File: config.mk
export PLATFORM = sky130hd
export DESIGN_NAME = clip_player_mixer
export DESIGN_NICKNAME = d
export VERILOG_FILES = /design/src/rtl/clip_player_pkg.sv /design/src/rtl/clip_voice_ctrl.sv /design/src/rtl/clip_player_mixer.sv
export SDC_FILE = /design/constraint.sdc
export NUM_CORES = 1
export LEC_CHECK = 0
export ABC_AREA = 0
export CAP_MARGIN = 20
export CORE_UTILIZATION = 35
export CTS_CLUSTER_DIAMETER = 100
export DETAILED_ROUTE_END_ITERATION = 12
export GPL_TIMING_DRIVEN = 0
export PLACE_DENSITY_LB_ADDON = 0.12
export SYNTH_ARGS = -nofsm -noshare
export SYNTH_HDL_FRONTEND = slang
export SYNTH_SLANG_ARGS = --single-unit
File: constraint.sdc
create_clock -name mclk -period 12.45 [get_ports mclk]
set_input_delay 2.49 -clock mclk [delete_from_list [all_inputs] [get_ports mclk]]
set_output_delay 2.49 -clock mclk [all_outputs]
set_load 0.005 [all_outputs]
File: src/rtl/clip_player_pkg.sv
// Shared types and helpers for the multi-voice clip player / mixer.
// Latency: n/a (types, constants and pure functions only).
// Backpressure: n/a.
//
// Contents: FSM state enum, accumulator/address width functions and a
// generic two's-complement clamp used on the mixed output.
package clip_player_pkg;

  typedef enum logic [1:0] {
    IDLE  = 2'd0,
    READ  = 2'd1,
    DRAIN = 2'd2,
    OUT   = 2'd3
  } state_e;

  // Mix accumulator width. The +1 and the log2 term together leave headroom
  // for NUM_VOICES full-scale terms, so the running sum never wraps.
  function automatic int acc_width(input int sample_bits, input int num_voices);
    return sample_bits + $clog2(num_voices) + 1;
  endfunction

  // Clip memory address width: every voice owns CLIP_LEN consecutive words.
  function automatic int addr_width(input int num_voices, input int clip_len);
    return $clog2(num_voices * clip_len);
  endfunction

  // Clamp a signed value into the range of a 'bits'-wide signed word.
  // The result is kept 64 bits wide; callers size-cast it to their width.
  function automatic logic signed [63:0] sat_clamp(input logic signed [63:0] v,
                                                   input int bits);
    logic signed [63:0] hi;
    logic signed [63:0] lo;
    hi = (64'sd1 <<< (bits - 1)) - 64'sd1;
    lo = -hi - 64'sd1;
    if (v > hi)      return hi;
    else if (v < lo) return lo;
    else             return v;
  endfunction

endpackage

File: src/rtl/clip_voice_ctrl.sv
// Per-voice playback state: position, active flag and pending trigger.
// Latency: state changes only on the cycle 'advance' is high; trigger latched any cycle.
// Backpressure: none; repeated triggers before an advance collapse into one.
//
// Ports:
//   mclk, rst          clock, synchronous active-high reset
//   advance            one-cycle frame-end strobe from the mixer FSM
//   trigger            one-cycle start/restart request
//   loop_en            loop mode, looked at only when the clip end is reached
//   pos                current sample position within the clip
//   active             voice is playing (contributes to the mix)
module clip_voice_ctrl #(
  parameter int CLIP_LEN = 32
) (
  input  logic                        mclk,
  input  logic                        rst,
  input  logic                        advance,
  input  logic                        trigger,
  input  logic                        loop_en,
  output logic [$clog2(CLIP_LEN)-1:0] pos,
  output logic                        active
);

  localparam int PW = $clog2(CLIP_LEN);

  logic [PW-1:0] pos_q, pos_d;
  logic          active_q, active_d;
  logic          pending_q, pending_d;

  always_comb begin
    pos_d     = pos_q;
    active_d  = active_q;
    pending_d = pending_q | trigger;
    if (advance) begin
      // The advance consumes the trigger latched so far; a trigger in this
      // very cycle survives as pending for the following advance.
      pending_d = trigger;
      if (pending_q) begin
        pos_d    = '0;
        active_d = 1'b1;
      end else if (active_q && (pos_q == PW'(CLIP_LEN - 1))) begin
        pos_d    = '0;
        active_d = loop_en;
      end else if (active_q) begin
        pos_d = pos_q + PW'(1);
      end
    end
  end

  always_ff @(posedge mclk) begin
    if (rst) begin
      pos_q     <= '0;
      active_q  <= 1'b0;
      pending_q <= 1'b0;
    end else begin
      pos_q     <= pos_d;
      active_q  <= active_d;
      pending_q <= pending_d;
    end
  end

  assign pos    = pos_q;
  assign active = active_q;

endmodule

File: src/rtl/clip_player_mixer.sv
// Multi-voice triggered clip player: reads one word per voice, scales and mixes.
// Latency: valid pulses NUM_VOICES+3 cycles after m_sample_index==0 is seen in IDLE.
// Backpressure: none; consumer must accept the one-cycle valid pulse.
//
// Ports:
//   mclk, rst          master clock (256x sample rate), synchronous active-high reset
//   m_sample_index     consumer position in the sample period; 0 starts a frame
//   trigger, loop_en   per-voice start request and loop mode
//   volume             per-voice unsigned gain, VOLUME_BITS each, voice v at [v*VOLUME_BITS +: VOLUME_BITS]
//   mem_addr/mem_rdata clip memory read port, data one cycle after address
//   p_sample_buffer    mixed signed sample, held between valid pulses
//   valid              one-cycle update strobe
//   busy               per-voice active flags
// Build option: define CLIP_PLAYER_SAT_EN to clamp the mix instead of wrapping it.
module clip_player_mixer
  import clip_player_pkg::*;
#(
  parameter int SAMPLE_BITS = 16,
  parameter int CLIP_LEN    = 32,
  parameter int NUM_VOICES  = 4,
  parameter int VOLUME_BITS = 4
) (
  input  logic                                                    mclk,
  input  logic                                                    rst,
  input  logic [7:0]                                              m_sample_index,
  input  logic [NUM_VOICES-1:0]                                   trigger,
  input  logic [NUM_VOICES-1:0]                                   loop_en,
  input  logic [NUM_VOICES*VOLUME_BITS-1:0]                       volume,
  output logic [clip_player_pkg::addr_width(NUM_VOICES, CLIP_LEN)-1:0] mem_addr,
  input  logic signed [SAMPLE_BITS-1:0]                           mem_rdata,
  output logic signed [SAMPLE_BITS-1:0]                           p_sample_buffer,
  output logic                                                    valid,
  output logic [NUM_VOICES-1:0]                                   busy
);

  localparam int AW    = addr_width(NUM_VOICES, CLIP_LEN);
  localparam int ACCW  = acc_width(SAMPLE_BITS, NUM_VOICES);
  localparam int PW    = $clog2(CLIP_LEN);
  localparam int VCW   = (NUM_VOICES > 1) ? $clog2(NUM_VOICES) : 1;
  localparam int PRODW = SAMPLE_BITS + VOLUME_BITS + 1;

  state_e                  state_q, state_d;
  logic [VCW-1:0]          vcnt_q, vcnt_d;
  logic                    rd_en_q, rd_en_d;
  logic [VCW-1:0]          rd_voice_q, rd_voice_d;
  logic signed [ACCW-1:0]  acc_q, acc_d;
  logic [AW-1:0]           mem_addr_q, mem_addr_d;
  logic signed [SAMPLE_BITS-1:0] out_q, out_d;
  logic                    valid_q, valid_d;

  logic [PW-1:0]           pos_w [NUM_VOICES];
  logic [NUM_VOICES-1:0]   active_w;
  logic                    advance;

  logic [VCW-1:0]          addr_voice;
  logic [AW-1:0]           addr_sel;
  logic [VOLUME_BITS-1:0]  vol_sel;
  logic                    act_sel;
  logic signed [VOLUME_BITS:0]   vol_s;
  logic signed [PRODW-1:0]       prod;
  logic signed [SAMPLE_BITS:0]   term;

  assign advance = (state_q == OUT);

  genvar g;
  for (g = 0; g < NUM_VOICES; g++) begin : g_voice
    clip_voice_ctrl #(.CLIP_LEN(CLIP_LEN)) u_voice (
      .mclk    (mclk),
      .rst     (rst),
      .advance (advance),
      .trigger (trigger[g]),
      .loop_en (loop_en[g]),
      .pos     (pos_w[g]),
      .active  (active_w[g])
    );
  end

  // Address for the voice read next cycle: voice 0 when leaving IDLE,
  // otherwise the one after the voice currently on the bus.
  always_comb begin
    addr_voice = (state_q == IDLE) ? '0 : (vcnt_q + VCW'(1));
    addr_sel   = '0;
    for (int v = 0; v < NUM_VOICES; v++) begin
      if (addr_voice == VCW'(v)) begin
        addr_sel = AW'(v * CLIP_LEN) + AW'(pos_w[v]);
      end
    end
  end

  // MAC operand select for the voice whose data is on mem_rdata this cycle.
  always_comb begin
    vol_sel = '0;
    act_sel = 1'b0;
    for (int v = 0; v < NUM_VOICES; v++) begin
      if (rd_voice_q == VCW'(v)) begin
        vol_sel = volume[v*VOLUME_BITS +: VOLUME_BITS];
        act_sel = active_w[v];
      end
    end
    vol_s = {1'b0, vol_sel};
    prod  = PRODW'(mem_rdata) * PRODW'(vol_s);
    // Arithmetic shift floors toward -inf; the scaled term always fits in
    // SAMPLE_BITS+1 bits because the gain is strictly below 1.0.
    term  = (SAMPLE_BITS + 1)'(prod >>> VOLUME_BITS);
  end

  always_comb begin
    state_d    = state_q;
    vcnt_d     = vcnt_q;
    rd_en_d    = 1'b0;
    rd_voice_d = vcnt_q;
    acc_d      = acc_q;
    mem_addr_d = mem_addr_q;
    out_d      = out_q;
    valid_d    = 1'b0;

    if (rd_en_q && act_sel) begin
      acc_d = acc_q + ACCW'(term);
    end

    case (state_q)
      IDLE: begin
        if (m_sample_index == 8'd0) begin
          state_d    = READ;
          vcnt_d     = '0;
          acc_d      = '0;
          mem_addr_d = addr_sel;
        end
      end
      READ: begin
        // The address for vcnt_q is on the bus now; its data lands next cycle.
        rd_en_d    = 1'b1;
        rd_voice_d = vcnt_q;
        if (vcnt_q == VCW'(NUM_VOICES - 1)) begin
          state_d = DRAIN;
        end else begin
          vcnt_d     = vcnt_q + VCW'(1);
          mem_addr_d = addr_sel;
        end
      end
      DRAIN: begin
        state_d = OUT;
      end
      OUT: begin
`ifdef CLIP_PLAYER_SAT_EN
        out_d = SAMPLE_BITS'(sat_clamp(64'(acc_q), SAMPLE_BITS));
`else
        out_d = SAMPLE_BITS'(acc_q);
`endif
        valid_d = 1'b1;
        state_d = IDLE;
      end
      default: state_d = IDLE;
    endcase
  end

  always_ff @(posedge mclk) begin
    if (rst) begin
      state_q    <= IDLE;
      vcnt_q     <= '0;
      rd_en_q    <= 1'b0;
      rd_voice_q <= '0;
      acc_q      <= '0;
      mem_addr_q <= '0;
      out_q      <= '0;
      valid_q    <= 1'b0;
    end else begin
      state_q    <= state_d;
      vcnt_q     <= vcnt_d;
      rd_en_q    <= rd_en_d;
      rd_voice_q <= rd_voice_d;
      acc_q      <= acc_d;
      mem_addr_q <= mem_addr_d;
      out_q      <= out_d;
      valid_q    <= valid_d;
    end
  end

  assign mem_addr        = mem_addr_q;
  assign p_sample_buffer = out_q;
  assign valid           = valid_q;
  assign busy            = active_w;

endmodule

* After elaboration in Yosys (flattened, before gate mapping) *
Index checks and enable logic that the tools add are counted.

operators by class
  shifts and indexed selects = 0
  equality and inequality tests = 17
  bitwise logic cells = 4
  $lt $le $gt $ge = 0
  $add $sub $neg = 9
  div/mod/pow operators = 0
  mux-type cells = 51
  reduce and logical (&&, ||, !) cells = 28
  $mul = 1

operator list
  cell                                                 number
  two-way mux 5 bit                                    13
  two-way mux 19 bit                                   3
  two-way mux 7 bit                                    5
  multiplier 16 x 5 -> 21 bit                          1
  adder 5 x 1 -> 5 bit, second input constant          4
  equality test 5 bit, second input constant           4
  adder 19 x 17 -> 19 bit                              1
  two-way mux 1 bit                                    18
  AND reduction 2 bit                                  9
  two-way mux 4 bit                                    4
  equality test 2 bit, second input constant           7
  one-hot mux 7 bit (2 select lines)                   1
  nonzero test 3 bit                                   4
  two-way mux 2 bit                                    5
  nonzero test 2 bit                                   5
  logical NOT 8 bit                                    1
  one-hot mux 2 bit (4 select lines)                   1
  adder 6 x 5 -> 7 bit, first input constant           1
  adder 6 x 6 -> 7 bit, first input constant           1
  adder 7 x 5 -> 7 bit, first input constant           1
  equality test 2 x 1 -> 1 bit, second input constant  3
  logical NOT 2 bit                                    3
  logical AND 1 bit                                    5
  != test 2 bit, second input constant                 2
  5 further kinds                                      8

storage, ports and cells
  bits of input ports = 50
  memories = 0
  flip-flop bits (word level) = 78
  output and inout port bits = 28
  bits in latches = 0
  word-level logic and storage cells = 130
  ROM bits = 0
  bits in writable memories = 0

* Logic depth before layout (Yosys ltp) *
  depth in word-level cells = 10
  gate-level depth with buffers = 28
  depth with buffers taken out = 26

* Cells and area by module *
Synthesis repeated with hierarchy kept, for this count alone.

second synthesis, totals
  cell total of the unflattened synthesis = 720
  area total of the unflattened synthesis = 6088.3 um2

by module, submodules not included
  module             cells each  times used  area each (um2)
  clip_player_mixer  584         1           4827.1
  clip_voice_ctrl    34          4           315.3

* Worst setup path after synthesis *
No wires, ideal clock.

  path type = input-to-reg
  start = input port volume[14]
  end = register acc_q[15]
  slack = 4.374 ns
  arrival time = 8.017 ns
  setup time = 0.058 ns
  buffers on the path = 1
  stages on the path = 27
  cells stage by stage = mux4_2 -> clkbuf_1 -> and2_1 -> ha_1 -> fa_1 -> inv_1 -> fa_1 -> inv_1 -> ha_1 -> a21oi_1 -> o21ai_0 -> a31oi_4 -> nand2b_4 -> a211oi_1 -> o21a_1 -> o21a_1 -> nor2_1 -> xnor2_1 -> ha_1 -> nand2_1 -> o21ai_0 -> nor4bb_1 -> o31ai_1 -> nand2_1 -> mux2i_1 -> or4_1 -> nand2_1

between the ends
  cells in the longest elaborated chain, start to end = 6

ends and longest elaborated chain
  what                             line                      RTL
  start, declared                  clip_player_mixer.sv:28   input logic [NUM_VOICES*VOLUME_BITS-1:0] volume,
  two-way mux 4 bit (*)            clip_player_mixer.sv:95   if (rd_voice_q == VCW'(v)) begin
  multiplier 16 x 5 -> 21 bit (*)  clip_player_mixer.sv:101  prod = PRODW'(mem_rdata) * PRODW'(vol_s);
  adder 19 x 17 -> 19 bit (*)      clip_player_mixer.sv:118  acc_d = acc_q + ACCW'(term);
  two-way mux 19 bit (*)           clip_player_mixer.sv:117  if (rd_en_q && act_sel) begin
  two-way mux 19 bit               clip_player_mixer.sv:123  if (m_sample_index == 8'd0) begin
  two-way mux 19 bit (*)           clip_player_mixer.sv:121  case (state_q)
  end signal, assigned             clip_player_mixer.sv:163  acc_q <= '0;
  end signal, assigned             clip_player_mixer.sv:172  acc_q <= acc_d;
  end, declared                    clip_player_mixer.sv:46   logic signed [ACCW-1:0] acc_q, acc_d;

Mark *: on every way between the ends. The rest lies on a longest branch, timed or not.
A chain may end at the register's enable or synchronous reset.

* Worst setup path in the final report *
  start = input port volume[10]
  end = register acc_q[15]

between the ends
  cells in the longest elaborated chain, start to end = 7

ends and longest elaborated chain
  what                                 line
  two-way mux 4 bit (*) (2 in series)  clip_player_mixer.sv:95
  multiplier 16 x 5 -> 21 bit (*)      clip_player_mixer.sv:101
  adder 19 x 17 -> 19 bit (*)          clip_player_mixer.sv:118
  two-way mux 19 bit (*)               clip_player_mixer.sv:117
  two-way mux 19 bit                   clip_player_mixer.sv:123
  two-way mux 19 bit (*)               clip_player_mixer.sv:121

Marked as above.

==> key figures <==
Setup path
  • Critical-path cell with the highest stage delay: mux4_2
  • Launching element type of the critical path: input pin
  • Critical Path RT: 12730 ps
  • Cell family with most CP delay: adder cells
  • Setup crit end kind: flop
  • Worst-path fanout max: 10
  • Worst path buffer plus inverter count: 4
  • Crit path largest cell delay: 550 ps
  • Critical path type: input pin to flop
  • CP Data Arrival Time: 9160 ps

Floorplanning
  • Core ar.: 0.0173 sq mm
  • Initial Utilization: 0.359
  • Number of placed I/O pins: 78
  • Area of the die: 0.0183 sq mm
  • DIE WIDTH: around 140 microns
  • Die Span Y: 135 microns
  • Number of placement rows: 48

Final layout
  • Diodes inserted: 0
  • Post-route non-filler standard cell count: 1053
  • Final instance area: 0.00758 sq mm
  • Signed area change from the synthesized netlist to the final layout: 22.2%
  • Proportion of layout cells with a drive suffix above 1: 0.0471
  • Final #Nets: 971
  • Total of fill cells in the finished design: 1749

Timing
  • Crit path setup slack, layout: ~3600 ps
  • Setup violations, final: 0
  • Slew HR: 0.427
  • Final period util: 0.713
  • Setup TNS after final layout: 0 ps
  • Number of pins with negative max-slew slack in the final report: 0
  • Max Fclk: 113 MHz
  • Unrepaired setup endpoints after global routing: no
  • Least-Margin Pin Slew: 853 ps
  • Worst clock skew on the final layout: 6.08 ps
  • Min Clock Period, post-route: between 8000 and 9000 ps
  • Final-report hold violation count: 0

Worst hold path
  • Min-delay worst type: flop to flop

CTS
  • Clock Pin Slew Worst Setup and Hold Paths: ~60 ps
  • Cell at the root of the clock tree: clkbuf_16
  • # Post-CTS Setup Buffers: 0
  • Cts-stage hold buffer count: 0
  • Clk sinks: 75
  • Number of buffers on the longest clock path: 2
  • CTS H-tree depth: 3
  • Insertion delay of the later-clocked pin in the worst-skew pair: 340 ps
  • TritonCTS Buffers: 9
  • CTS tree: built
  • Post_cts resized: 0

Route
  • Detailed-route DRC error count: 0
  • Via density per instance: 4.93
  • Drt first pass iters: 4
  • Final antenna-violating net count: 0
  • Count of routing violations after the opening detailed-route iteration: between 150 and 200
  • Wirelength per Cell: ~14 microns
  • Total wire length: 14.9 mm
  • Number of vias after detailed routing: 5193

Job
  • Max-cap violations: 0

Placement
  • Input/output buffers: 77
  • Half-perimeter wire length after placement: 12.1 mm
  • Placed standard-cell area: 0.00726 sq mm
  • Worst setup slack after placement: 3170 ps
  • Final weighted congestion in routability-driven placement: 0.904
  • Post-placement cell count: 1038

GRT
  • Overall Global Routing Usage: 0.175
  • Met3 Usage GRT: 0.0258
  • Via count of the first global-routing pass: 5318
  • Grt peak-use layer: met2
  • Initial antenna violation count: 0
  • Met1 Use GR: 0.212
  • Maximum number of pins on one net before global-route repair: 13
  • Wire length of the first global-routing pass: ~25 mm
  • Met2 routing resource usage after global routing: 0.312
  • GRT overflow: 0

Synth
  • Cells after synthesis: between 700 and 800
  • Synth Area per Inst: 8.43 sq um
  • Sequential cell area fraction in the yosys report: 0.242
  • Cell types with the largest area share after synthesis: dfxtp_1 24%, ha_1 13%, fa_1 10%, inv_1 5.0%, a21oi_1 4.6%
  • Synthesized Nets: 883
  • Portion of synthesized cell area occupied by the leading cell type: 0.242
  • Yosys warns: 0
  • Distinct cells, synth: 57
  • Synthesized area: 0.00620 sq mm
  • Most frequently used flop master after synthesis: dfxtp_1
  • #FFs+latches synth: 75
  • Count of flip-flops with a built-in enable after synthesis: 0
  • Cell taking the most area after synthesis: dfxtp_1
  • Most instantiated cells after synthesis: 82 x inv_1, 76 x nor2_1, 75 x dfxtp_1
  • Count leader, synth: inv_1
  • Share of synthesized registers carrying an async set or reset: 0

Outcome
  • Status: finished, final reports clean

Pwr
  • Max IR drop VDD: 68.0 uV
  • Leakage Power: 0.00328 uW
  • Power consumption: 906 uW
  • PD cells: 119 mW/mm^2
## worst reg2reg max path: cells and delay by family, from the launching register on
kind                       cells  cell delay, ps
AOI/OAI and AO/OA              8            1340
xor gates and xnor gates       1             200
adders and majority gates      5            2020
buffers and inverters          4             490
DFF                            1             320
muxes                          2             670
and+or+nand+nor                8            1730
## routing by layer
metal | part of all wire | vias up
met1 | 0.45 | 2411
met5 | 0 | -
met4 | 0.018 | 0
met2 | 0.49 | 89
li1 | - | 2674
met3 | 0.041 | 19
## placed cells by master (no fill, tap or decap), drive strengths merged, types with 13 or more instances in the layout
master         count
o21ai             34
dfxtp             75
and2              44
nor2              76
clkbuf            28
xnor2             16
a21oi             57
mux2i             28
clkdlybuf4s50     77
inv               82
fa                32
nand2             49
nor3              13
ha                65
## cell families (layout without fill, tap and decap cells)
kind of cell | after synthesis | in the layout | synth area share
DFF | 75 | 75 | 0.242
and+or+nand+nor | 255 | 255 | 0.211
AOI/OAI and AO/OA | 141 | 141 | 0.143
muxes | 35 | 35 | 0.0670
adders and majority gates | 97 | 97 | 0.234
buffers and inverters | 110 | 202 | 0.0704
xor gates and xnor gates | 23 | 23 | 0.0325
## through the flow
step	utilization	hold slack [ps]
6_report	0.438	497
5_1_grt	0.438	522
4_1_cts	0.438	502
3_5_place_dp	0.419	488
3_3_place_gp	0.419	481
2_1_floorplan	-	463
## area by class of cell
class,count,area [sq um],share of cell area
clock buffers,11,253,0.0333
flip-flops and latches,75,1500,0.198
plain buffers,28,129,0.0170
clock inverters,4,73.8,0.00974
multi-input cells,551,4270,0.563
repair buffers,77,771,0.102
well taps,225,282,0.0371
inverters,82,308,0.0406
## where the power goes
| group | leakage [uW] | total, uW | switching [uW] | internal (uW) |
|---|---|---|---|---|
| logic | 0.00251 | 370 | 207 | 163 |
| registers | 0.000605 | 253 | 4.96 | 248 |
| clock network | 0.000162 | 283 | 98.3 | 185 |
| total | 0.00328 | 906 | 310 | 596 |
## final timing paths
| kind | to | cells past startpoint | slack, ps | startpoint |
|---|---|---|---|---|
| worst min register to register | p_sample_buffer[9] | 2 | 500 | p_sample_buffer[9] |
| worst max-delay path | acc_q[15] | 28 | 3580 | volume[10] |
| worst min-delay path | p_sample_buffer[9] | 2 | 500 | p_sample_buffer[9] |
| worst max register to register | acc_q[15] | 28 | 5630 | rd_voice_q[0] |
## flip-flops by register name, indices dropped and copies added (netlist names), 2 cells and up
register and count:
acc_q 16, g_voice.u_voice.active 4, g_voice.u_voice.pending_q 4, g_voice.u_voice.pos 20
mem_addr 7, p_sample_buffer 16, rd_voice_d 2, rd_voice_q 2
state_q 2
(Power assumes the default switching activity.)
